$ cat config.mk
export PLATFORM = sky130hd
export DESIGN_NAME = bp_clint_ctrl
export DESIGN_NICKNAME = d
export VERILOG_FILES = /design/src/rtl/bp_clint_ctrl.sv
export SDC_FILE = /design/constraint.sdc
export NUM_CORES = 1
export LEC_CHECK = 0
export CELL_PAD_IN_SITES_DETAIL_PLACEMENT = 1
export CELL_PAD_IN_SITES_GLOBAL_PLACEMENT = 2
export CORE_ASPECT_RATIO = 1.5
export CORE_MARGIN = 5
export CORE_UTILIZATION = 33
export DETAILED_ROUTE_END_ITERATION = 8
export PLACE_DENSITY = 0.88
export SYNTH_ARGS = -nofsm -noshare
export SYNTH_HDL_FRONTEND = slang
export SYNTH_SLANG_ARGS = --single-unit
export TNS_END_PERCENT = 1
$ cat constraint.sdc
create_clock -name clk_i -period 3.5 [get_ports clk_i]
set_input_delay 0.525 -clock clk_i [delete_from_list [all_inputs] [get_ports clk_i]]
set_output_delay 0.525 -clock clk_i [all_outputs]
set_load 0.1 [all_outputs]
$ cat src/rtl/bp_clint_ctrl.sv
// bp_clint_ctrl: core-local interruptor (CLINT) register block.
//
// Holds mtime, mtimecmp and the 1-bit mipi (software interrupt pending)
// register behind a single-outstanding request/response port.
//
// Ports
//   clk_i, reset_i       clock, synchronous active-high reset
//   rtc_tick_i           one-cycle tick; advances mtime
//   req_*                request channel (valid/ready, write, size, addr, data)
//   resp_*               response channel (valid/ready, data, error)
//   timer_irq_o          registered (mtime >= mtimecmp)
//   software_irq_o       mipi bit 0
//
// The 64-bit registers assume data_width_p >= 64.

`timescale 1ns/1ps

module bp_clint_ctrl #(
  parameter int unsigned addr_width_p = 32,
  parameter int unsigned data_width_p = 64
) (
  input  logic                    clk_i,
  input  logic                    reset_i,
  input  logic                    rtc_tick_i,
  input  logic                    req_v_i,
  output logic                    req_ready_o,
  input  logic                    req_w_i,
  input  logic                    req_size_i,
  input  logic [addr_width_p-1:0] req_addr_i,
  input  logic [data_width_p-1:0] req_data_i,
  output logic                    resp_v_o,
  input  logic                    resp_ready_i,
  output logic [data_width_p-1:0] resp_data_o,
  output logic                    resp_err_o,
  output logic                    timer_irq_o,
  output logic                    software_irq_o
);

  localparam logic StReady = 1'b0;
  localparam logic StResp  = 1'b1;

  localparam logic [addr_width_p-1:0] MipiAddr     = addr_width_p'(32'h0200_0000);
  localparam logic [addr_width_p-1:0] MtimecmpAddr = addr_width_p'(32'h0200_4000);
  localparam logic [addr_width_p-1:0] MtimeAddr    = addr_width_p'(32'h0200_BFF8);

  logic                    state_q, state_d;
  logic [63:0]             mtime_q, mtime_d;
  logic [63:0]             mtimecmp_q, mtimecmp_d;
  logic                    mipi_q, mipi_d;
  logic                    timer_irq_q;
  logic [data_width_p-1:0] resp_data_q, resp_data_d;
  logic                    resp_err_q, resp_err_d;

  logic [addr_width_p-1:0] word_addr;
  logic                    sel_mipi, sel_cmp, sel_mtime;
  logic                    misaligned, req_err, accept, wr_ok, hi;
  logic [63:0]             wdata, rd_word, rd_data;

  // Merge a 4- or 8-byte write into a 64-bit register image.
  function automatic logic [63:0] merge_word(input logic [63:0] old, input logic [63:0] wd,
                                             input logic size, input logic upper);
    if (size) begin
      merge_word = wd;
    end else if (upper) begin
      merge_word = {wd[31:0], old[31:0]};
    end else begin
      merge_word = {old[63:32], wd[31:0]};
    end
  endfunction

  always_comb begin
    word_addr  = {req_addr_i[addr_width_p-1:3], 3'b000};
    sel_mipi   = (word_addr == MipiAddr);
    sel_cmp    = (word_addr == MtimecmpAddr);
    sel_mtime  = (word_addr == MtimeAddr);
    hi         = req_addr_i[2];
    misaligned = req_size_i ? (req_addr_i[2:0] != 3'b000) : (req_addr_i[1:0] != 2'b00);
    req_err    = misaligned | ~(sel_mipi | sel_cmp | sel_mtime);
    accept     = req_v_i & (state_q == StReady);
    wr_ok      = accept & req_w_i & ~req_err;
    wdata      = req_data_i[63:0];

    // mtime is read pre-tick: mtime_q is this cycle's value before increment.
    if (sel_mipi) begin
      rd_word = {63'b0, mipi_q};
    end else if (sel_cmp) begin
      rd_word = mtimecmp_q;
    end else begin
      rd_word = mtime_q;
    end
    rd_data = req_size_i ? rd_word : {32'b0, (hi ? rd_word[63:32] : rd_word[31:0])};
  end

  always_comb begin
    state_d     = state_q;
    mtime_d     = rtc_tick_i ? mtime_q + 64'd1 : mtime_q;
    mtimecmp_d  = mtimecmp_q;
    mipi_d      = mipi_q;
    resp_data_d = resp_data_q;
    resp_err_d  = resp_err_q;

    // A write overrides the tick; the untouched half keeps its pre-tick value.
    if (wr_ok && sel_mtime) begin
      mtime_d = merge_word(mtime_q, wdata, req_size_i, hi);
    end
    if (wr_ok && sel_cmp) begin
      mtimecmp_d = merge_word(mtimecmp_q, wdata, req_size_i, hi);
    end
    // Upper half of mipi is read-as-zero, write-ignored.
    if (wr_ok && sel_mipi && (req_size_i || !hi)) begin
      mipi_d = wdata[0];
    end

    if (accept) begin
      resp_data_d = (req_w_i || req_err) ? '0 : data_width_p'(rd_data);
      resp_err_d  = req_err;
    end

    if (state_q == StReady) begin
      if (accept) state_d = StResp;
    end else begin
      if (resp_ready_i) state_d = StReady;
    end
  end

  always_ff @(posedge clk_i) begin
    if (reset_i) begin
      state_q     <= StReady;
      mtime_q     <= '0;
      mtimecmp_q  <= '1;
      mipi_q      <= 1'b0;
      timer_irq_q <= 1'b0;
      resp_data_q <= '0;
      resp_err_q  <= 1'b0;
    end else begin
      state_q     <= state_d;
      mtime_q     <= mtime_d;
      mtimecmp_q  <= mtimecmp_d;
      mipi_q      <= mipi_d;
      timer_irq_q <= (mtime_q >= mtimecmp_q);
      resp_data_q <= resp_data_d;
      resp_err_q  <= resp_err_d;
    end
  end

  assign req_ready_o    = (state_q == StReady);
  assign resp_v_o       = (state_q == StResp);
  assign resp_data_o    = resp_data_q;
  assign resp_err_o     = resp_err_q;
  assign timer_irq_o    = timer_irq_q;
  assign software_irq_o = mipi_q;

endmodule
Word level (Yosys, flattened, before mapping)
Cells that the tools add are included.

cells by class
  mux-type cells = 13
  bitwise gates (word level) = 9
  reductions and logical operators = 15
  add/subtract/negate cells = 1
  equality and inequality tests = 6
  magnitude comparators = 1

operators with widths
  cell                                                                      number
  64-bit two-way mux                                                        8
  29-bit by 23-bit equality test with 1-bit output (second input constant)  3
  64-bit by 1-bit adder with 64-bit output (second input constant)          1
  64-bit greater-or-equal comparator                                        1
  32-bit two-way mux                                                        1
  2-bit AND reduction                                                       4
  3-bit inequality test (second input constant)                             2
  2-bit nonzero test                                                        3
  1-bit logical AND                                                         4
  1-bit two-way mux                                                         4
  1-bit bitwise AND                                                         3
  1-bit inverter                                                            3
  1-bit OR                                                                  3
  3-bit nonzero test                                                        1
  1-bit logical OR                                                          2
  2-bit inequality test (second input constant)                             1
  1-bit zero test                                                           1

storage, ports and cells
  word-level logic and storage cells = 54
  input port bits = 103
  output and inout port bits = 69
  register bits = 196

Depth between registers and ports, before layout
  word-level depth = 10
  depth in mapped cells = 9
  mapped depth without buffers = 8

Least setup slack after synthesis
No wires, ideal clock.

  kind = register to register
  from = register state_q (netlist: resp_v_o)
  to = register mtime_q[45]
  path buffers = 1
  period minus slack after synthesis = 2.950 ns
  setup time = 0.117 ns
  arrival = 2.833 ns
  setup slack = 0.550 ns
  data required time = 3.383 ns
  cell stages (with the launch flop) = 8
  cells stage by stage = dfxtp_1 nor4b_2 nand3_1 nor3_4 mux2i_1 clkbuf_1 nor2_1 a32o_1

between the ends
  longest elaborated chain between the ends = 7
  elaborated cells between the ends (all ways) = 9
  classes of those cells = 1 x eq/ne; 1 x mux; 4 x bitwise; 3 x reduce/logical

ends and longest elaborated chain
  item                                                                   RTL line  RTL
  start: declaration                                                     46        logic state_q, state_d;
  start signal: assignment                                               128       state_q <= StReady;
  start signal: assignment                                               136       state_q <= state_d;
  1-bit inverter (*)                                                     79        accept = req_v_i & (state_q == StReady);
  1-bit bitwise AND (*)                                                  79
  1-bit bitwise AND (*) (2 in a row)                                     80        wr_ok = accept & req_w_i & ~req_err;
  1-bit logical AND (*)                                                  103       if (wr_ok && sel_mtime) begin
  3-bit inequality test (no line) or 2-bit nonzero test (tied branches)  n/a
  2-bit AND reduction (no line)                                          n/a
  end signal: assignment                                                 137       mtime_q <= mtime_d;
  end: declaration                                                       47        logic [63:0] mtime_q, mtime_d;

Every way passes the cells marked *; elsewhere a longest branch is shown, timed or not.
A chain may end at the register's enable or synchronous reset.

Worst setup path in the final report
  from = input port req_addr_i[2]
  to = register mtime_q[58]

between the ends
  longest elaborated chain between the ends = 8
  elaborated cells between the ends (all ways) = 10
  classes of those cells = 1 x eq/ne; 2 x mux; 3 x bitwise; 4 x reduce/logical

ends and longest elaborated chain
  item                                                                   RTL line  RTL
  start: declaration                                                     29        input logic [addr_width_p-1:0] req_addr_i,
  3-bit nonzero test                                                     77        misaligned = req_size_i ? (req_addr_i[2:0] != 3'b000) : (req_addr_i[1:0] != 2'b00);
  1-bit two-way mux                                                      77
  1-bit OR                                                               78        req_err = misaligned | ~(sel_mipi | sel_cmp | sel_mtime);
  1-bit inverter                                                         80
  1-bit bitwise AND                                                      80
  1-bit logical AND                                                      103
  3-bit inequality test (no line) or 2-bit nonzero test (tied branches)  n/a
  2-bit AND reduction (no line)                                          n/a

Parallel ways exist; a longest one is shown, timed or not.

==> summary.txt <==
STA
  – Worst slew margin: 31.97%
  – Worst Setup Slack, final: 0.4525 ns
  – Final period util: 87.07%
  – Final Critical Period: 3.047 ns
  – Count of final max-slew check failures: 0
  – Unrepaired setup endpoints after global routing: false
  – Hold Fails Final Rpt: 0
  – WHS: 0.4717 ns
  – Setup violators final: 0
  – Clk_skew: 0.01128 ns
  – Tightest Pin Transition: 1.020 ns
  – Fmax: 0.3281 GHz

Detailed routing
  – 1st-pass router iterations: 5
  – Avg WL per Cell: 26.65 um
  – Drt initial violations: 1026
  – Vias: 13300
  – Via density: 6.196
  – DRT Wirelength: 57.21 mm
  – Routed Antenna Nets: 0
  – Remaining DRCs: 0

Cells and area
  – Ant diodes: 0
  – Final net count: 1824
  – Layout cells sized above 1: 11.62%
  – Final instance area: 15350 um2
  – Area growth, synth to finish: 27.45%

Worst setup path
  – Crit-path max cell delay: 0.75 ns
  – Reg2reg setup slack: 0.51 ns
  – Crit path to: mtime_q[58]
  – CP Class: in2reg
  – Crit path launch: req_addr_i[2]
  – Worst Reg2Reg Path Length in Cells: 8
  – CP cell instances: clkdlybuf4s50_1 > nand2_1 > and3_1 > nand3_1 > buf_4 > a22oi_1 > a2111oi_0
  – CP max stage cell: clkdlybuf4s50_1
  – CP max FO: 38
  – Setup crit start kind: input port
  – WP data arrival: 3.34 ns
  – R2r startpoint: mtimecmp_q[47]
  – Crit end category: flop
  – FF-to-FF End: timer_irq_o
  – Worst EP required: 3.79 ns

Global route
  – GRT Overall Usage: 27.39%
  – Vias in the first global route: 13930
  – Initial antenna violation count: 0
  – First-pass GRT wire length: 85.82 mm
  – Gr ovfl total: 0
  – Maximum number of pins on one net before global-route repair: 65

Synthesis
  – Post-synthesis instance area: 12050 um2
  – Syn Nets: 1655
  – Post-synth EDFFs: 0
  – Library cells used by synthesis: 69
  – Avg Inst Size Synth: 8.100 um2
  – Synth Instances: 1487
  – Most used DFF post-synth: dfxtp_1
  – Yosys reg bits: 196
  – Synth Warn #: 0
  – Post-synthesis sequential area ratio: 32.58%
  – FFs w/ async S/R, synth: 0%

Die
  – Core Area: 35950 um2
  – Die area: 40500 um2
  – FP Rows: 85
  – Die width: 166.0 um
  – Starting Density: 33.51%
  – I/O pin count: 172
  – Die Height: 244.0 um

Placement
  – Placed cell area: 14760 um2
  – Gpl congestion: 0.9426
  – Detailed placement HPWL: 43.98 mm
  – Setup WS pre-CTS: 0.04363 ns
  – Number of port buffers: 171

Hold path
  – Hold Path Origin: resp_data_o[25]
  – Hold Path Class: reg2reg

Pwr
  – IR drop worst, VDD: 0.2432 mV
  – LEAKAGE: 6.213 nW
  – Final Total Pwr: 4.821 mW
  – PD cells: 314.0 nW/um2

CTS
  – Num CTS Buffers: 17
  – CTS HTree Levels: 4
  – Clock Sinks: 196
  – Root Buffer: clkbuf_16
  – Hold Buf Count CTS: 0
  – Post CTS Setup Buffer Count: 0
  – Skew-Pair Late Insertion Delay: 0.48 ns
  – CTS resizes: 0
  – CTS tree: done
  – Clock buffer depth: 2
  – Clk slew on worst S/H paths: 0.08 ns

Outcome
  – Outcome: finished, final reports clean

Flow run
  – Max-cap violations: 0
[synth_stat cells, types with 3 or more instances]
cell / instances / area share [%]
nor4_4: 3 / 0.53
o22a_1: 4 / 0.29
dfxtp_1: 196 / 33
inv_1: 79 / 2.5
nand4_1: 46 / 2.4
ha_1: 65 / 6.8
o32ai_1: 4 / 0.29
o221ai_2: 30 / 3.7
o211ai_1: 57 / 3.6
o221ai_1: 4 / 0.29
a31oi_1: 25 / 1.3
a41oi_1: 5 / 0.36
buf_6: 3 / 0.28
a221oi_1: 35 / 2.5
nor4_1: 23 / 1.2
or4_1: 7 / 0.44
mux2_2: 4 / 0.37
buf_1: 6 / 0.19
or3_1: 4 / 0.21
a211oi_1: 27 / 1.7
buf_2: 18 / 0.75
and2_1: 30 / 1.6
o21ai_0: 89 / 3.7
a22o_1: 41 / 3.0
o31ai_1: 9 / 0.56
a2111oi_0: 4 / 0.29
a211o_1: 3 / 0.22
a311oi_1: 4 / 0.29
mux2i_1: 13 / 1.1
nor3_1: 45 / 1.9
and3_1: 20 / 1.0
a41o_1: 3 / 0.25
a21o_1: 14 / 0.87
and4_1: 19 / 1.4
o31a_1: 3 / 0.22
nor2_1: 53 / 1.7
a21oi_1: 69 / 2.9
nor2b_1: 4 / 0.21
a22oi_1: 55 / 3.4
nand3_1: 35 / 1.5
clkbuf_1: 95 / 3.0
nand2_1: 199 / 6.2
[through the flow]
step / instances / utilization, % / TNS, ns
after floorplan: 1487 / - / 0
after global placement: 2115 / 41.05 / -0.07925
after detailed placement: 2115 / 41.06 / 0
after CTS: 2147 / 42.71 / 0
after global routing: 2147 / 42.71 / 0
final: 2147 / 42.71 / 0
[cells in the final DEF (no fill, tap or decap), types with 34 or more instances in the layout]
cell	n
inv_1	78
nand3_1	34
ha_1	65
nor3_1	45
nand4_1	46
a22oi_1	55
nand2_1	199
nor2_1	51
a221oi_1	35
clkdlybuf4s50_1	170
o211ai_1	57
a22o_1	41
dfxtp_1	196
buf_4	94
o21ai_0	89
a21oi_1	69
[worst min-delay path by stage]
stage / end / slack (ns) / depth (start not counted)
final: resp_data_o[25] / 0.47 / 2
after global routing: resp_data_o[58] / 0.50 / 1
after CTS: resp_data_o[25] / 0.48 / 2
after detailed placement: resp_data_o[25] / 0.45 / 2
after global placement: resp_data_o[26] / 0.46 / 2
after floorplan: mtimecmp_q[35] / 0.47 / 2
[cell type report]
cell class | count | area (um2)
sequential | 196 | 3924
tap | 478 | 598.1
clock buffer | 19 | 452.9
timing repair buffer | 273 | 2572
clock inverter | 13 | 140.1
fill | 4321 | 20590
inverter | 79 | 296.5
multi-input combinational | 1089 | 7368
[cell families after synthesis]
| group | Yosys count | synth area share [%] |
|---|---|---|
| XOR/XNOR | 1 | 0.07273 |
| flip-flops | 196 | 32.58 |
| multiplexers | 17 | 1.454 |
| buffers and inverters | 202 | 6.679 |
| AO/OA/AOI/OAI | 502 | 30.95 |
| adder cells (fa/ha/maj) | 65 | 6.752 |
| AND/OR/NAND/NOR | 504 | 21.51 |
[per-layer routing]
layer  global-route usage (%)  vias up  routed length (um)
li1                         -     6009                   -
met1                    28.53     6607               20640
met2                    50.91      508               29820
met3                    3.748      179                2476
met4                    18.16        0                4273
met5                        0        -                   0
[flip-flops by register name, summed over array words and instances, names as in the netlist]
signal / count
resp_v_o: 1
mtimecmp_q: 64
timer_irq_o: 1
resp_data_o: 64
resp_err_o: 1
mtime_q: 64
software_irq_o: 1
[critical path, delay by kind of cell]
kind / cells / cell delay (ns)
AND/OR/NAND/NOR: 3 / 0.72
buffers and inverters: 2 / 1.21
AO/OA/AOI/OAI: 2 / 0.85
[power by group]
| part | internal (mW) | switching, mW |
|---|---|---|
| clock network | 1.04 | 1.03 |
| registers | 2.24 | 0.0172 |
| logic | 0.196 | 0.296 |
No activity file was read; power rests on OpenSTA's default activity.
